## config.mk

```make
export PLATFORM = sky130hd
export DESIGN_NAME = psi_lock_controller_flat
export DESIGN_NICKNAME = d
export VERILOG_FILES = /design/src/rtl/psi_lock_controller_if.sv /design/src/rtl/psi_lock_controller.sv /design/src/flat_wrapper.sv
export SDC_FILE = /design/constraint.sdc
export NUM_CORES = 1
export LEC_CHECK = 0
export ABC_CLOCK_PERIOD_IN_PS = 9150
export CORE_MARGIN = 2
export CORE_UTILIZATION = 66
export CTS_CLUSTER_DIAMETER = 40
export DETAILED_ROUTE_END_ITERATION = 8
export GPL_ROUTABILITY_DRIVEN = 1
export PLACE_DENSITY = 0.87
export SKIP_LAST_GASP = 1
export SYNTH_ARGS = -nofsm -noshare
export SYNTH_HDL_FRONTEND = slang
export SYNTH_SLANG_ARGS = --single-unit
```

## constraint.sdc

```tcl
create_clock -name clk -period 9.15 [get_ports clk]
set_input_delay 1.83 -clock clk [delete_from_list [all_inputs] [get_ports clk]]
set_output_delay 1.83 -clock clk [all_outputs]
set_load 0.02 [all_outputs]
```

## src/rtl/psi_lock_controller_if.sv

```systemverilog
// Control/status bundle between the system control side and psi_lock_controller.
interface psi_lock_controller_if;
    logic       start;
    logic       abort;
    logic       psi;
    logic [7:0] set_period;
    logic [7:0] div_out;
    logic       busy;
    logic       locked;
    logic       fault;

    modport master (
        output start, abort, psi, set_period,
        input  div_out, busy, locked, fault
    );

    modport slave (
        input  start, abort, psi, set_period,
        output div_out, busy, locked, fault
    );
endinterface

```

## src/rtl/psi_lock_controller.sv

```systemverilog
// Closed-loop PSI high-time regulator: measures each pulse and steps the divider
// load value until the width matches the latched target for LOCK_COUNT pulses.
module psi_lock_controller #(
    parameter int unsigned LOCK_COUNT = 4,
    parameter int unsigned MAX_STEPS  = 255,
    parameter int unsigned INIT_DIV   = 127,
    parameter int unsigned TOL        = 0
) (
    input  logic                   clk,
    input  logic                   rst,
    psi_lock_controller_if.slave   bus
);

    localparam int unsigned DW = 8;
    localparam int unsigned CW = 16;
    localparam int unsigned MW = 4;

    typedef enum logic [2:0] {
        IDLE   = 3'd0,
        ARM    = 3'd1,
        TRACK  = 3'd2,
        LOCKED = 3'd3,
        FAULT  = 3'd4
    } state_t;

    state_t          state_q;
    logic            psi_q;
    logic [CW-1:0]   width_q;
    logic [DW-1:0]   tgt_q;
    logic [MW-1:0]   match_q;
    logic [DW-1:0]   steps_q;
    logic [DW-1:0]   div_q;
    logic            busy_q;
    logic            locked_q;
    logic            fault_q;

    logic            rise_c;
    logic            fall_c;
    logic            up_c;
    logic            in_tol_c;
    logic            sat_c;
    logic [31:0]     err_c;
    logic [DW-1:0]   div_adj_c;
    logic            lock_hit_c;
    logic            step_hit_c;

    // Edge detect and width compare against the latched target
    always_comb begin
        rise_c     = bus.psi & ~psi_q;
        fall_c     = ~bus.psi & psi_q;
        up_c       = 32'(width_q) > 32'(tgt_q);
        err_c      = up_c ? (32'(width_q) - 32'(tgt_q)) : (32'(tgt_q) - 32'(width_q));
        in_tol_c   = err_c <= TOL;
        sat_c      = up_c ? (div_q == {DW{1'b1}}) : (div_q == {DW{1'b0}});
        div_adj_c  = up_c ? (div_q + DW'(1)) : (div_q - DW'(1));
        lock_hit_c = (32'(match_q) + 32'd1) >= LOCK_COUNT;
        step_hit_c = (32'(steps_q) + 32'd1) >= MAX_STEPS;
    end

    // Pulse width counter, independent of state so a pulse begun in ARM is measured
    always_ff @(posedge clk or posedge rst) begin
        if (rst) begin
            psi_q   <= 1'b0;
            width_q <= '0;
        end else begin
            psi_q <= bus.psi;
            if (rise_c) begin
                width_q <= CW'(1);
            end else if (bus.psi && psi_q && (width_q != {CW{1'b1}})) begin
                width_q <= width_q + CW'(1);
            end
        end
    end

    always_ff @(posedge clk or posedge rst) begin
        if (rst) begin
            state_q  <= IDLE;
            tgt_q    <= '0;
            match_q  <= '0;
            steps_q  <= '0;
            div_q    <= DW'(INIT_DIV);
            busy_q   <= 1'b0;
            locked_q <= 1'b0;
            fault_q  <= 1'b0;
        end else if (bus.abort) begin
            state_q  <= IDLE;
            busy_q   <= 1'b0;
            locked_q <= 1'b0;
            fault_q  <= 1'b0;
        end else begin
            case (state_q)
                IDLE, FAULT: begin
                    if (bus.start) begin
                        state_q  <= ARM;
                        div_q    <= DW'(INIT_DIV);
                        tgt_q    <= bus.set_period;
                        match_q  <= '0;
                        steps_q  <= '0;
                        busy_q   <= 1'b1;
                        locked_q <= 1'b0;
                        fault_q  <= 1'b0;
                    end
                end
                ARM: begin
                    if (rise_c) begin
                        state_q <= TRACK;
                    end
                end
                TRACK: begin
                    if (fall_c) begin
                        if (in_tol_c) begin
                            match_q <= match_q + MW'(1);
                            if (lock_hit_c) begin
                                state_q  <= LOCKED;
                                locked_q <= 1'b1;
                            end
                        end else begin
                            match_q <= '0;
                            if (sat_c) begin
                                state_q <= FAULT;
                                busy_q  <= 1'b0;
                                fault_q <= 1'b1;
                            end else begin
                                div_q   <= div_adj_c;
                                steps_q <= steps_q + DW'(1);
                                if (step_hit_c) begin
                                    state_q <= FAULT;
                                    busy_q  <= 1'b0;
                                    fault_q <= 1'b1;
                                end
                            end
                        end
                    end
                end
                LOCKED: begin
                    if (fall_c && !in_tol_c) begin
                        match_q  <= '0;
                        steps_q  <= '0;
                        locked_q <= 1'b0;
                        if (sat_c) begin
                            state_q <= FAULT;
                            busy_q  <= 1'b0;
                            fault_q <= 1'b1;
                        end else begin
                            div_q   <= div_adj_c;
                            state_q <= TRACK;
                        end
                    end
                end
                default: begin
                    state_q  <= IDLE;
                    busy_q   <= 1'b0;
                    locked_q <= 1'b0;
                    fault_q  <= 1'b0;
                end
            endcase
        end
    end

    assign bus.div_out = div_q;
    assign bus.busy    = busy_q;
    assign bus.locked  = locked_q;
    assign bus.fault   = fault_q;

endmodule

```

## src/flat_wrapper.sv

```systemverilog
// flat-port wrapper written by rule: the top's interface ports become plain ports
module psi_lock_controller_flat 
#(
    parameter int unsigned LOCK_COUNT = 4,
    parameter int unsigned MAX_STEPS  = 255,
    parameter int unsigned INIT_DIV   = 127,
    parameter int unsigned TOL        = 0
)
  (clk, rst, bus_start, bus_abort, bus_psi, bus_set_period, bus_div_out, bus_busy, bus_locked, bus_fault);
  psi_lock_controller_if bus_i ();
  input  logic clk;
  input  logic rst;
  input wire logic [$bits(bus_i.start)-1:0] bus_start;
  input wire logic [$bits(bus_i.abort)-1:0] bus_abort;
  input wire logic [$bits(bus_i.psi)-1:0] bus_psi;
  input wire logic [$bits(bus_i.set_period)-1:0] bus_set_period;
  output wire logic [$bits(bus_i.div_out)-1:0] bus_div_out;
  output wire logic [$bits(bus_i.busy)-1:0] bus_busy;
  output wire logic [$bits(bus_i.locked)-1:0] bus_locked;
  output wire logic [$bits(bus_i.fault)-1:0] bus_fault;
  assign bus_i.start = bus_start;
  assign bus_i.abort = bus_abort;
  assign bus_i.psi = bus_psi;
  assign bus_i.set_period = bus_set_period;
  assign bus_div_out = bus_i.div_out;
  assign bus_busy = bus_i.busy;
  assign bus_locked = bus_i.locked;
  assign bus_fault = bus_i.fault;
  psi_lock_controller #(.LOCK_COUNT(LOCK_COUNT), .MAX_STEPS(MAX_STEPS), .INIT_DIV(INIT_DIV), .TOL(TOL)) u_core (.clk(clk), .rst(rst), .bus(bus_i));
endmodule
```

==> summary.txt <==
clk buf depth -> 2
Synth Net Count -> 557
vias -> 3895
Max Clk Rate -> 0.237 GHz
Critical Path RT -> 9.36 ns
cells after synthesis -> 514
Worst Path Arrival -> 4.43 ns
Worst setup SP type -> flop
layout cells sized above 1 -> 7.60%
vias in the first global route -> 3686
Post-synth EDFFs -> 0
Final TNS setup -> 0 ns
Post-DP HPWL -> 7640 µm
Initial Util -> 67.5%
Setup CP Type -> flop to flop
Filler Cell Count -> 476
CP delay by family, top -> compound AO/OA/AOI/OAI gates
# IOs -> 24
final net count -> 568
clk slew on worst S/H paths -> 0.10 ns
Yosys reg bits -> 51
minimum clock period after layout -> 4.22 ns
Die Width -> 84.1 µm
area share of the largest cell type after synthesis -> 26.0%
Clk Latency, worst-skew pair -> 0.32 ns
combinational share of power -> 55.4%
Worst path most repeated cell -> a21oi_1
post-CTS resize count -> 0
CTS Root Cell -> clkbuf_8
crit path max fanout -> 16
clock power share -> 15.5%
Area contributors post-synth -> dfrtp_1 26%, ha_1 8.0%, nor2_1 5.0%
Max IR drop VDD -> 0.169 mV
register area share after synthesis -> 30.3%
Row Count -> 29
Psw -> 0.000468 W
TritonCTS buffer count -> 5
Slowest cell on crit path -> a21boi_2
CTS tree -> done
final WL -> 10400 µm
max cap viols -> 0
skew final -> 0.00840 ns
Vias/cell -> 6.46
antenna fix cells -> 0
DR iter-0 viols -> 299
top cells by count, synth -> 57 x nor2_1, 44 x dfrtp_1, 44 x nand2_1
fin crit share -> 46.1%
GRT overflow -> 0
Switching Fraction -> 45.0%
RSZ-0062 raised after global routing -> no
crit path cell chain -> ha_1, nand4b_1, nor3_1, a21oi_1, a21boi_2, ha_1, a21o_1, a21oi_1, o21bai_1, a21oi_1, o21ai_0, xor2_1, and3_1, a211o_1
count of different cell masters after synthesis -> 81
Post-Syn Area per Cell -> 8.24 µm²
most common cell in the netlist -> nor2_1
first-pass GRT wire length -> 17500 µm
internal power -> 0.000572 W
register area -> 1280 µm²
core area -> 6280 µm²
Lkg Pwr -> 2.11 nW
gpl congestion -> 0.990
Min-Delay Path Class -> flop to flop
PwrDens -> 226 nW/µm²
worst-margin pin slew -> 1.08 ns
# clock sinks -> 51
WP buf/inv -> 0
final setup vio count -> 0
# H-tree levels -> 2
Warnings, synthesis -> 0
post-CTS setup buffers -> 0
final hold viol count -> 0
relative max-transition margin -> 28.2%
cts hold-fix bufs -> 0
routed length per instance -> 17.2 µm
initial antenna violation count -> 0
post-route ant nets -> 0
largest net degree at the start of global routing -> 52
Reg power frac -> 29.1%
DIE HEIGHT -> 84.1 µm
Pre-antenna DRT Iters -> 7
GR Util All Layers -> 30.2%
DR DRC count -> 0
power after layout -> 0.00104 W
Post-synth top flop -> dfrtp_1
dominant cell type by area after synthesis -> dfrtp_1
Async SR Flop Fraction -> 100%
max-slew violations -> 0
Mapped Area -> 4240 µm²
Largest stage delay, worst path -> 0.68 ns
CP endpoint kind -> flop
die area -> 7080 µm²
status -> complete, no violations
area of the multi-input gates -> 2710 µm²
port bufs -> 23
area grow syn2layout -> 8.47%
[area by class of cell]
class / instances / share of cell area (%)
clock buffer: 5 / 1.50
clock inverter: 3 / 0.953
inverter: 39 / 3.18
multi-input combinational: 403 / 59.0
sequential: 51 / 28.0
tap: 77 / 2.10
timing repair buffer: 25 / 5.33
[path summary, 6_finish.rpt]
| path | from | end | slack (ns) | cells past startpoint |
|---|---|---|---|---|
| worst min register to register | u_core.bus.locked | u_core.bus.locked | 0.54 | 1 |
| worst min-delay path | u_core.bus.locked | u_core.bus.locked | 0.54 | 1 |
| worst max-delay path | u_core.width_q[5] | u_core.bus.div_out[7] | 4.93 | 14 |
| worst max register to register | u_core.width_q[5] | u_core.bus.div_out[7] | 4.93 | 14 |
| min in group asynchronous | rst | u_core.width_q[15] | 2.10 | 2 |
| max in group asynchronous | rst | u_core.steps_q[1] | 6.39 | 2 |
[cells in the final DEF (no fill, tap or decap), types with 4 or more instances in the layout]
master            n
a21oi_1          37
a21o_1           12
a211oi_1          6
nand2b_1         10
o21ai_0          28
nor2_1           57
xnor2_1          15
a211o_1           6
clkdlybuf4s50_1  23
o21bai_1          4
nand2_1          44
dfstp_2           7
nand3_1          15
clkbuf_8          5
mux2i_1          10
nor2b_1           6
nor3_1           17
ha_1             27
or3_1             6
and2_1            4
inv_1            37
and3_1           12
nand4_1           6
dfrtp_1          44
[power groups by stage]
| stage | Sequential (W) | Clock, W | Combinational, W |
|---|---|---|---|
| 3_5_place_dp | 0.000307 | 0 | 0.000562 |
| 2_1_floorplan | 0.000297 | 0 | 0.000439 |
| 3_3_place_gp | 0.000304 | 0 | 0.000556 |
| 4_1_cts | 0.000302 | 0.000165 | 0.000565 |
| 5_1_grt | 0.000309 | 0.000173 | 0.000642 |
| 6_report | 0.000303 | 0.000161 | 0.000576 |
[layer usage]
layer	global-route usage, %	wire (µm)
met1	43.8	4720
met2	45.7	4660
met3	6.39	818
met4	9.53	189
met5	0	0
[per-stage QoR]
| step | worst slack [ns] | hold WS, ns | instances | area, µm² | utilization [%] |
|---|---|---|---|---|---|
| final | 4.93 | 0.540 | 603 | 4600 | 73.2 |
| after CTS | 5.05 | 0.541 | 603 | 4600 | 73.2 |
| after global routing | 4.69 | 0.566 | 603 | 4600 | 73.2 |
| after global placement | 5.15 | 0.494 | 595 | 4480 | 71.4 |
| after floorplan | 5.54 | 0.488 | 514 | 4240 | - |
| after detailed placement | 5.05 | 0.509 | 595 | 4480 | 71.4 |
[state kept, by name, indices dropped and copies added (netlist names)]
| name | flops |
|---|---|
| u_core.state_q | 3 |
| u_core.width_q | 16 |
| u_core.psi_q | 1 |
| u_core.bus.fault | 1 |
| u_core.match_q | 4 |
| u_core.tgt_q | 8 |
| u_core.bus.div_out | 8 |
| u_core.steps_q | 8 |
| u_core.bus.locked | 1 |
| u_core.bus.busy | 1 |
[cell families (layout without fill, tap and decap cells)]
family | Yosys count | after routing | share of synthesized area [%]
buffers and inverters | 60 | 72 | 5.82
AOI/OAI and AO/OA | 140 | 140 | 22.9
DFF | 51 | 51 | 30.3
muxes | 14 | 14 | 3.51
adders and majority gates | 30 | 30 | 9.39
xor gates and xnor gates | 18 | 18 | 3.90
and+or+nand+nor | 201 | 201 | 24.2
Power figures use the tool's default switching activity.
